`config.mk`:
```
export PLATFORM = sky130hd
export DESIGN_NAME = alu_cmd_sequencer
export DESIGN_NICKNAME = d
export VERILOG_FILES = /design/src/rtl/alu_cmd_sequencer.sv
export SDC_FILE = /design/constraint.sdc
export NUM_CORES = 1
export LEC_CHECK = 0
export BUFFER_PORTS_ARGS = -buffer_cell sky130_fd_sc_hd__buf_4
export CAP_MARGIN = 20
export CORE_AREA = 2 2 100 102
export CTS_CLUSTER_SIZE = 8
export DETAILED_ROUTE_END_ITERATION = 7
export DIE_AREA = 0 0 102 104
export MAX_ROUTING_LAYER = met4
export PLACE_DENSITY = 0.7
export SYNTH_ARGS = -nofsm -noshare
export SYNTH_HDL_FRONTEND = slang
export SYNTH_SLANG_ARGS = --single-unit
```
`constraint.sdc`:
```
create_clock -name clk -period 5.9 [get_ports clk]
set_clock_uncertainty 0.05 [all_clocks]
set_input_delay 1.18 -clock clk [delete_from_list [all_inputs] [get_ports clk]]
set_output_delay 1.18 -clock clk [all_outputs]
set_load 0.1 [all_outputs]
```
`src/rtl/alu_cmd_sequencer.sv`:
```
// rtl/alu_cmd_sequencer.sv - command FIFO and ALU sequencer with valid/ready command and response streams
//
// Ports:
//   clk, rst                     clock, synchronous active-high reset
//   cmd_valid/cmd_ready          command stream handshake
//   cmd_op, cmd_chain            opcode (7 reserved); chain selects the ALU accumulator as operand A
//   cmd_a, cmd_b                 operands
//   alu_in_selector              {persist, load, reset}; 000 holds the ALU
//   alu_num1, alu_num2           operands driven to the ALU
//   alu_out_selector             one-hot operation select
//   alu_result, alu_error        ALU result and overflow flag
//   rsp_valid/rsp_ready          response stream handshake
//   rsp_data, rsp_err            captured result and error flag
//   rsp_illegal                  command rejected without touching the ALU
//   busy                         sequencer active or commands queued
module alu_cmd_sequencer #(
    parameter int WIDTH = 8,
    parameter int DEPTH = 4,
    parameter int LAT   = 1
) (
    input  logic             clk,
    input  logic             rst,
    input  logic             cmd_valid,
    output logic             cmd_ready,
    input  logic [2:0]       cmd_op,
    input  logic             cmd_chain,
    input  logic [WIDTH-1:0] cmd_a,
    input  logic [WIDTH-1:0] cmd_b,
    output logic [2:0]       alu_in_selector,
    output logic [WIDTH-1:0] alu_num1,
    output logic [WIDTH-1:0] alu_num2,
    output logic [6:0]       alu_out_selector,
    input  logic [WIDTH-1:0] alu_result,
    input  logic             alu_error,
    output logic             rsp_valid,
    input  logic             rsp_ready,
    output logic [WIDTH-1:0] rsp_data,
    output logic             rsp_err,
    output logic             rsp_illegal,
    output logic             busy
);
    localparam int AW = $clog2(DEPTH);
    localparam int CW = (LAT > 1) ? $clog2(LAT) : 1;
    localparam int EW = 3 + 1 + 2 * WIDTH;

    typedef enum logic [2:0] {
        S_CLR   = 3'd0,
        S_IDLE  = 3'd1,
        S_ISSUE = 3'd2,
        S_WAIT  = 3'd3,
        S_RESP  = 3'd4
    } state_t;

    state_t state_q, state_d;

    // Command FIFO: pointers carry one extra wrap bit to tell full from empty.
    logic [EW-1:0] fifo_mem_q [DEPTH];
    logic [AW:0]   wr_ptr_q, rd_ptr_q;
    logic          fifo_full, fifo_empty, push, pop;
    logic [EW-1:0] head;
    logic [2:0]    head_op;
    logic          head_chain;

    // Command being executed.
    logic [2:0]       op_q, op_d;
    logic             chain_q, chain_d;
    logic [WIDTH-1:0] a_q, a_d;
    logic [WIDTH-1:0] b_q, b_d;

    logic             acc_valid_q, acc_valid_d;
    logic [CW-1:0]    wait_cnt_q, wait_cnt_d;
    logic [WIDTH-1:0] rsp_data_q, rsp_data_d;
    logic             rsp_err_q, rsp_err_d;
    logic             rsp_illegal_q, rsp_illegal_d;

    logic [2:0]       in_sel_c;
    logic [WIDTH-1:0] num1_c, num2_c;
    logic [6:0]       out_sel_c;
    logic             rsp_valid_c;

    assign fifo_empty = (wr_ptr_q == rd_ptr_q);
    assign fifo_full  = (wr_ptr_q[AW] != rd_ptr_q[AW]) &&
                        (wr_ptr_q[AW-1:0] == rd_ptr_q[AW-1:0]);
    // Full blocks a push even when the same cycle pops; keeps cmd_ready free of FSM timing.
    assign cmd_ready  = !fifo_full && !rst;
    assign push       = cmd_valid && cmd_ready;
    assign pop        = (state_q == S_IDLE) && !fifo_empty && !rst;

    assign head       = fifo_mem_q[rd_ptr_q[AW-1:0]];
    assign head_op    = head[EW-1 -: 3];
    assign head_chain = head[2*WIDTH];

    always_ff @(posedge clk) begin
        if (rst) begin
            wr_ptr_q <= '0;
            rd_ptr_q <= '0;
        end else begin
            if (push) begin
                wr_ptr_q <= wr_ptr_q + (AW+1)'(1);
            end
            if (pop) begin
                rd_ptr_q <= rd_ptr_q + (AW+1)'(1);
            end
        end
    end

    always_ff @(posedge clk) begin
        if (push) begin
            fifo_mem_q[wr_ptr_q[AW-1:0]] <= {cmd_op, cmd_chain, cmd_a, cmd_b};
        end
    end

    always_ff @(posedge clk) begin
        if (rst) begin
            state_q <= S_CLR;
        end else begin
            state_q <= state_d;
        end
    end

    always_ff @(posedge clk) begin
        if (rst) begin
            op_q          <= '0;
            chain_q       <= 1'b0;
            a_q           <= '0;
            b_q           <= '0;
            acc_valid_q   <= 1'b0;
            wait_cnt_q    <= '0;
            rsp_data_q    <= '0;
            rsp_err_q     <= 1'b0;
            rsp_illegal_q <= 1'b0;
        end else begin
            op_q          <= op_d;
            chain_q       <= chain_d;
            a_q           <= a_d;
            b_q           <= b_d;
            acc_valid_q   <= acc_valid_d;
            wait_cnt_q    <= wait_cnt_d;
            rsp_data_q    <= rsp_data_d;
            rsp_err_q     <= rsp_err_d;
            rsp_illegal_q <= rsp_illegal_d;
        end
    end

    always_comb begin
        state_d       = state_q;
        op_d          = op_q;
        chain_d       = chain_q;
        a_d           = a_q;
        b_d           = b_q;
        acc_valid_d   = acc_valid_q;
        wait_cnt_d    = wait_cnt_q;
        rsp_data_d    = rsp_data_q;
        rsp_err_d     = rsp_err_q;
        rsp_illegal_d = rsp_illegal_q;
        in_sel_c      = 3'b000;
        num1_c        = '0;
        num2_c        = '0;
        out_sel_c     = '0;
        rsp_valid_c   = 1'b0;

        case (state_q)
            S_CLR: begin
                in_sel_c    = 3'b001;
                acc_valid_d = 1'b0;
                state_d     = S_IDLE;
            end
            S_IDLE: begin
                if (!fifo_empty) begin
                    {op_d, chain_d, a_d, b_d} = head;
                    wait_cnt_d = '0;
                    // A chained op needs a trustworthy accumulator; reserved ops never reach the ALU.
                    if (head_op == 3'd7 || (head_chain && !acc_valid_q)) begin
                        rsp_data_d    = '0;
                        rsp_err_d     = 1'b0;
                        rsp_illegal_d = 1'b1;
                        state_d       = S_RESP;
                    end else begin
                        rsp_illegal_d = 1'b0;
                        state_d       = S_ISSUE;
                    end
                end
            end
            S_ISSUE: begin
                in_sel_c  = chain_q ? 3'b100 : 3'b010;
                num1_c    = chain_q ? '0 : a_q;
                num2_c    = b_q;
                out_sel_c = 7'b1 << op_q;
                state_d   = S_WAIT;
            end
            S_WAIT: begin
                num1_c    = chain_q ? '0 : a_q;
                num2_c    = b_q;
                out_sel_c = 7'b1 << op_q;
                if (wait_cnt_q == CW'(LAT - 1)) begin
                    rsp_data_d  = alu_result;
                    rsp_err_d   = alu_error;
                    acc_valid_d = !alu_error;
                    state_d     = S_RESP;
                end else begin
                    wait_cnt_d = wait_cnt_q + CW'(1);
                end
            end
            S_RESP: begin
                rsp_valid_c = 1'b1;
                if (rsp_ready) begin
                    // An overflowed accumulator is cleared before anything else runs.
                    state_d = rsp_err_q ? S_CLR : S_IDLE;
                end
            end
            default: begin
                state_d = S_CLR;
            end
        endcase
    end

    // Outputs are forced quiet while reset is held.
    assign alu_in_selector  = rst ? 3'b000 : in_sel_c;
    assign alu_num1         = rst ? '0 : num1_c;
    assign alu_num2         = rst ? '0 : num2_c;
    assign alu_out_selector = rst ? '0 : out_sel_c;
    assign rsp_valid        = rst ? 1'b0 : rsp_valid_c;
    assign rsp_data         = rsp_data_q;
    assign rsp_err          = rsp_err_q;
    assign rsp_illegal      = rsp_illegal_q;
    assign busy             = !rst && ((state_q != S_IDLE) || !fifo_empty);

endmodule

```
==> summary by stage <==
Place
After legalization and detailed placement, the total HPWL measured 6.04 mm. In this run the tool buffered the top-level ports with a little over 70 buffer cells. The routability-driven placement congestion ratio is 0.751.

OpenSTA, run right after detailed placement, puts the worst setup slack at around 1.5 ns. Once placement finished, the instance area stood at about 0.0054 mm². Counting tap cells, the placed design contains a total of between 500 and 600 instances.

Global route
The residual overflow from global routing is 0. Entering global routing, the biggest net connects 36 pins. The number of antenna violations at the first check in global routing is 0.

The total routing usage reported by global routing is about a fifth. The first global-routing pass estimated between 15 and 20 mm of wire. The via count of the first global-routing pass is roughly 3000.

Clock tree
TritonCTS built the clock tree. The clock drives 122 sinks. The clock edge transition at the registers on the reported setup and hold paths is about 0.06 ns. The post-cts hold buffer count is 0.

The number of buffers inserted during clock tree synthesis is 17. CTS built an H-tree with a depth of 4. The tree is rooted in a clkbuf_8.

Counting along the longest clock path gives a buffer depth of 2. Clock latency on the worst-skew pair, taken at its later pin, is ~0.51 ns. The number of gates resized after cts is 0.

The number of buffers inserted to repair setup after CTS is 0.

Synthesis
The sequential cell area fraction in the yosys report is between 60 and 70%. The largest total area in the synthesized netlist belongs to edfxtp_1. The number of warning messages in the yosys log is 0.

Sorting the synthesized cells by area gives the leading types as edfxtp_1, dfxtp_1, mux4_2. Yosys mapped the design onto slightly above 40 distinct sky130hd cell types. The synthesized area is about 0.0048 mm².

The count of flip-flops with a built-in enable after synthesis is 80. The area share of the largest cell type after synthesis is about half. The net count after synthesis is between 300 and 400. The flip-flop cell with the highest count after synthesis is edfxtp_1. The cell count after synthesis came out at ~330. Counting flops with an async set or reset pin after synthesis yields a share of 0%. The synthesized area per cell is about 14 µm². Synthesis inferred 122 register bits.

Floorplan
The area of the core is around 0.0095 mm². The total number of placement rows is 36. The initial standard-cell utilization of the core is between 40% and 50%. The die covers between 0.01 and 0.015 mm². The number of top-level design ports is 72. The die is 104 µm tall. The die outline width is between 100 and 150 µm.

Timing
The final hold violation count is 0. Setup repair after global routing left no endpoint under its margin. The worst slew margin relative to its limit is a little under a third.

Once routing completed, OpenROAD measured the worst setup slack at 1.52 ns. The final count of pins violating max slew is 0. The maximum clock frequency is about 230 MHz.

Subtracting the final worst setup slack from the clock period gives around 4.4 ns. Setup violations remaining at the end of the flow were counted as 0. Of the available clock period, the critical path in the final layout requires between 70 and 80%.

The transition time at the pin with the least slew margin is between 1 and 1.5 ns.

Routing
The total detailed-routing wirelength is 9.82 mm. The length of the first detailed-routing pass in iterations is 4. Dividing the detail-routed via count by the number of cells gives 5.33. Dividing the detail-routed wire length by the instance count gives 17.8 µm. The initial detailed-routing violation count is about 160. The detail route stage leaves a number of antenna-violating nets equal to 0. For this run, design rule violations remaining after detail routing come to 0. The via count is a little under 3000.

Critical path
Traced cell by cell, the critical path runs through buf_4 -> nor2_1 -> nand2_1 -> nor2_1 -> and2_1 -> buf_4. The startpoint type of the worst setup path is a primary input. For this design, the slowest cell found on the critical path is nor2_1. The endpoint kind of the worst setup timing path is an output port. The number of buffers and inverters on the critical path is 2. For this run, the slowest stage of the critical path takes slightly above 0.5 ns. The maximum fanout encountered on the critical timing path is 35. Tracing the worst setup path back leads to its startpoint at rst. The critical path is of the in2out type.

The worst register-to-register path begins at wr_ptr_q[0]. The family of cells with the greatest summed delay on the critical path is simple AND/OR/NAND/NOR gates. The required time of the worst setup path is between 4 and 5 ns.

The data arrival time of the critical path is roughly 3.2 ns.

Layout
In the layout the commonest cells are edfxtp_1, buf_4, nand2_1, dfxtp_1, a21oi_1. The flip-flop and latch area is 0.00324 mm². The final standard cell count with taps included and fillers excluded is ~550. The final design instance area without fill is 0.00607 mm².

For this run, the post-layout net count is between 400 and 500. The most frequent standard cell in the layout excluding fill and tap cells is edfxtp_1. The multi-input combinational cells in the finished layout cover a total of ~0.0014 mm². Once layout is complete, the utilization of the core stands at a little under two thirds. In the final layout, the share of cells above drive strength 1 is 30.0%. The repair_antennas step left the layout with diodes totalling 0. After filler insertion, the fill cell instance count of the layout stands at 722. The signed area change from the synthesized netlist to the final layout is 27.3%.

Status
The run finished with clean final reports.

Worst hold path
The worst hold path begins at a_q[1]. The min-delay analysis places its worst path in the category reg2reg.

Power and ir drop
The power per cell area is slightly below 400 mW/mm². The worst supply voltage drop on vdd is 0.242 mV. The static leakage power is around 2.2 nW.

Flow run
The total of max-cap violations is 0.
## kinds of logic (layout without fill, tap and decap cells)
logic type               count (synthesis)  after routing  share of synthesized area (%)
multiplexers                            21             21                           10.1
buffers and inverters                   24            115                           2.18
AND/OR/NAND/NOR                        103            103                           10.5
XOR/XNOR                                 6              6                           1.10
AO/OA/AOI/OAI                           48             48                           6.74
adder cells (fa/ha/maj)                  5              5                           1.31
flip-flops                             122            122                           68.0
## area by class of cell
cell class                      count  share of cell area, %
Multi-Input combinational cell    183                   23.5
Clock buffer                       20                   7.52
Inverter                            7                  0.433
Tap cell                          133                   2.74
Timing Repair Buffer               76                   10.1
Clock inverter                     12                   2.29
Sequential cell                   122                   53.4
## synthesized netlist by cell type (6+ instances only)
cell type and number:
a21oi_1 24, mux4_2 14, mux4_1 6, a22o_1 9
clkbuf_1 11, inv_1 7, dfxtp_1 42, and3_1 8
and2_1 12, nand2_1 50, nor2_1 11, edfxtp_1 80
## per-layer routing
layer	global-route usage [%]	vias up	wire (µm)
li1	-	1390	-
met1	22.5	1448	4000
met2	34.1	93	5140
met3	5.85	16	532
met4	7.43	0	144
met5	-	-	0
## sequential cells by signal, indices dropped and copies added, names as in the netlist, named ones only
| register | flops |
|---|---|
| rsp_illegal | 1 |
| rsp_err | 1 |
| rd_ptr_q | 3 |
| b_q | 8 |
| wr_ptr_q | 3 |
| acc_valid_q | 1 |
| rsp_data | 8 |
| a_q | 8 |
| state_q | 3 |
| op_q | 3 |
| chain_q | 1 |
| fifo_mem_q | 80 |
## report_power, final
part,switching [W],internal (W),total [W]
Sequential,0.0000495,0.000961,0.00101
Clock,0.000376,0.000641,0.00102
Combinational,0.000209,0.000128,0.000337
Total,0.000635,0.00173,0.00236
## worst paths after layout
path	endpoint	slack (ns)	cells past startpoint
worst min-delay path	a_q[1]	0.41	2
worst max-delay path	alu_num1[7]	1.52	6
worst max register to register	fifo_mem_q[2][17]	3.36	3
worst min register to register	a_q[1]	0.41	2
## tightest hold or removal path, cell delays in order (launching register included)
cell,delay (ns)
dfxtp_1,0.31
nand2_1,0.05
a21oi_1,0.06
## through the flow
step	total power, W	hold WS, ns	setup TNS (ns)
after floorplan	0.00127	0.382	-0.555
after global routing	0.00245	0.430	0
final	0.00236	0.410	0
after global placement	0.00135	0.390	0
after detailed placement	0.00136	0.394	0
after CTS	0.00238	0.411	0
Power figures use the tool's default switching activity.
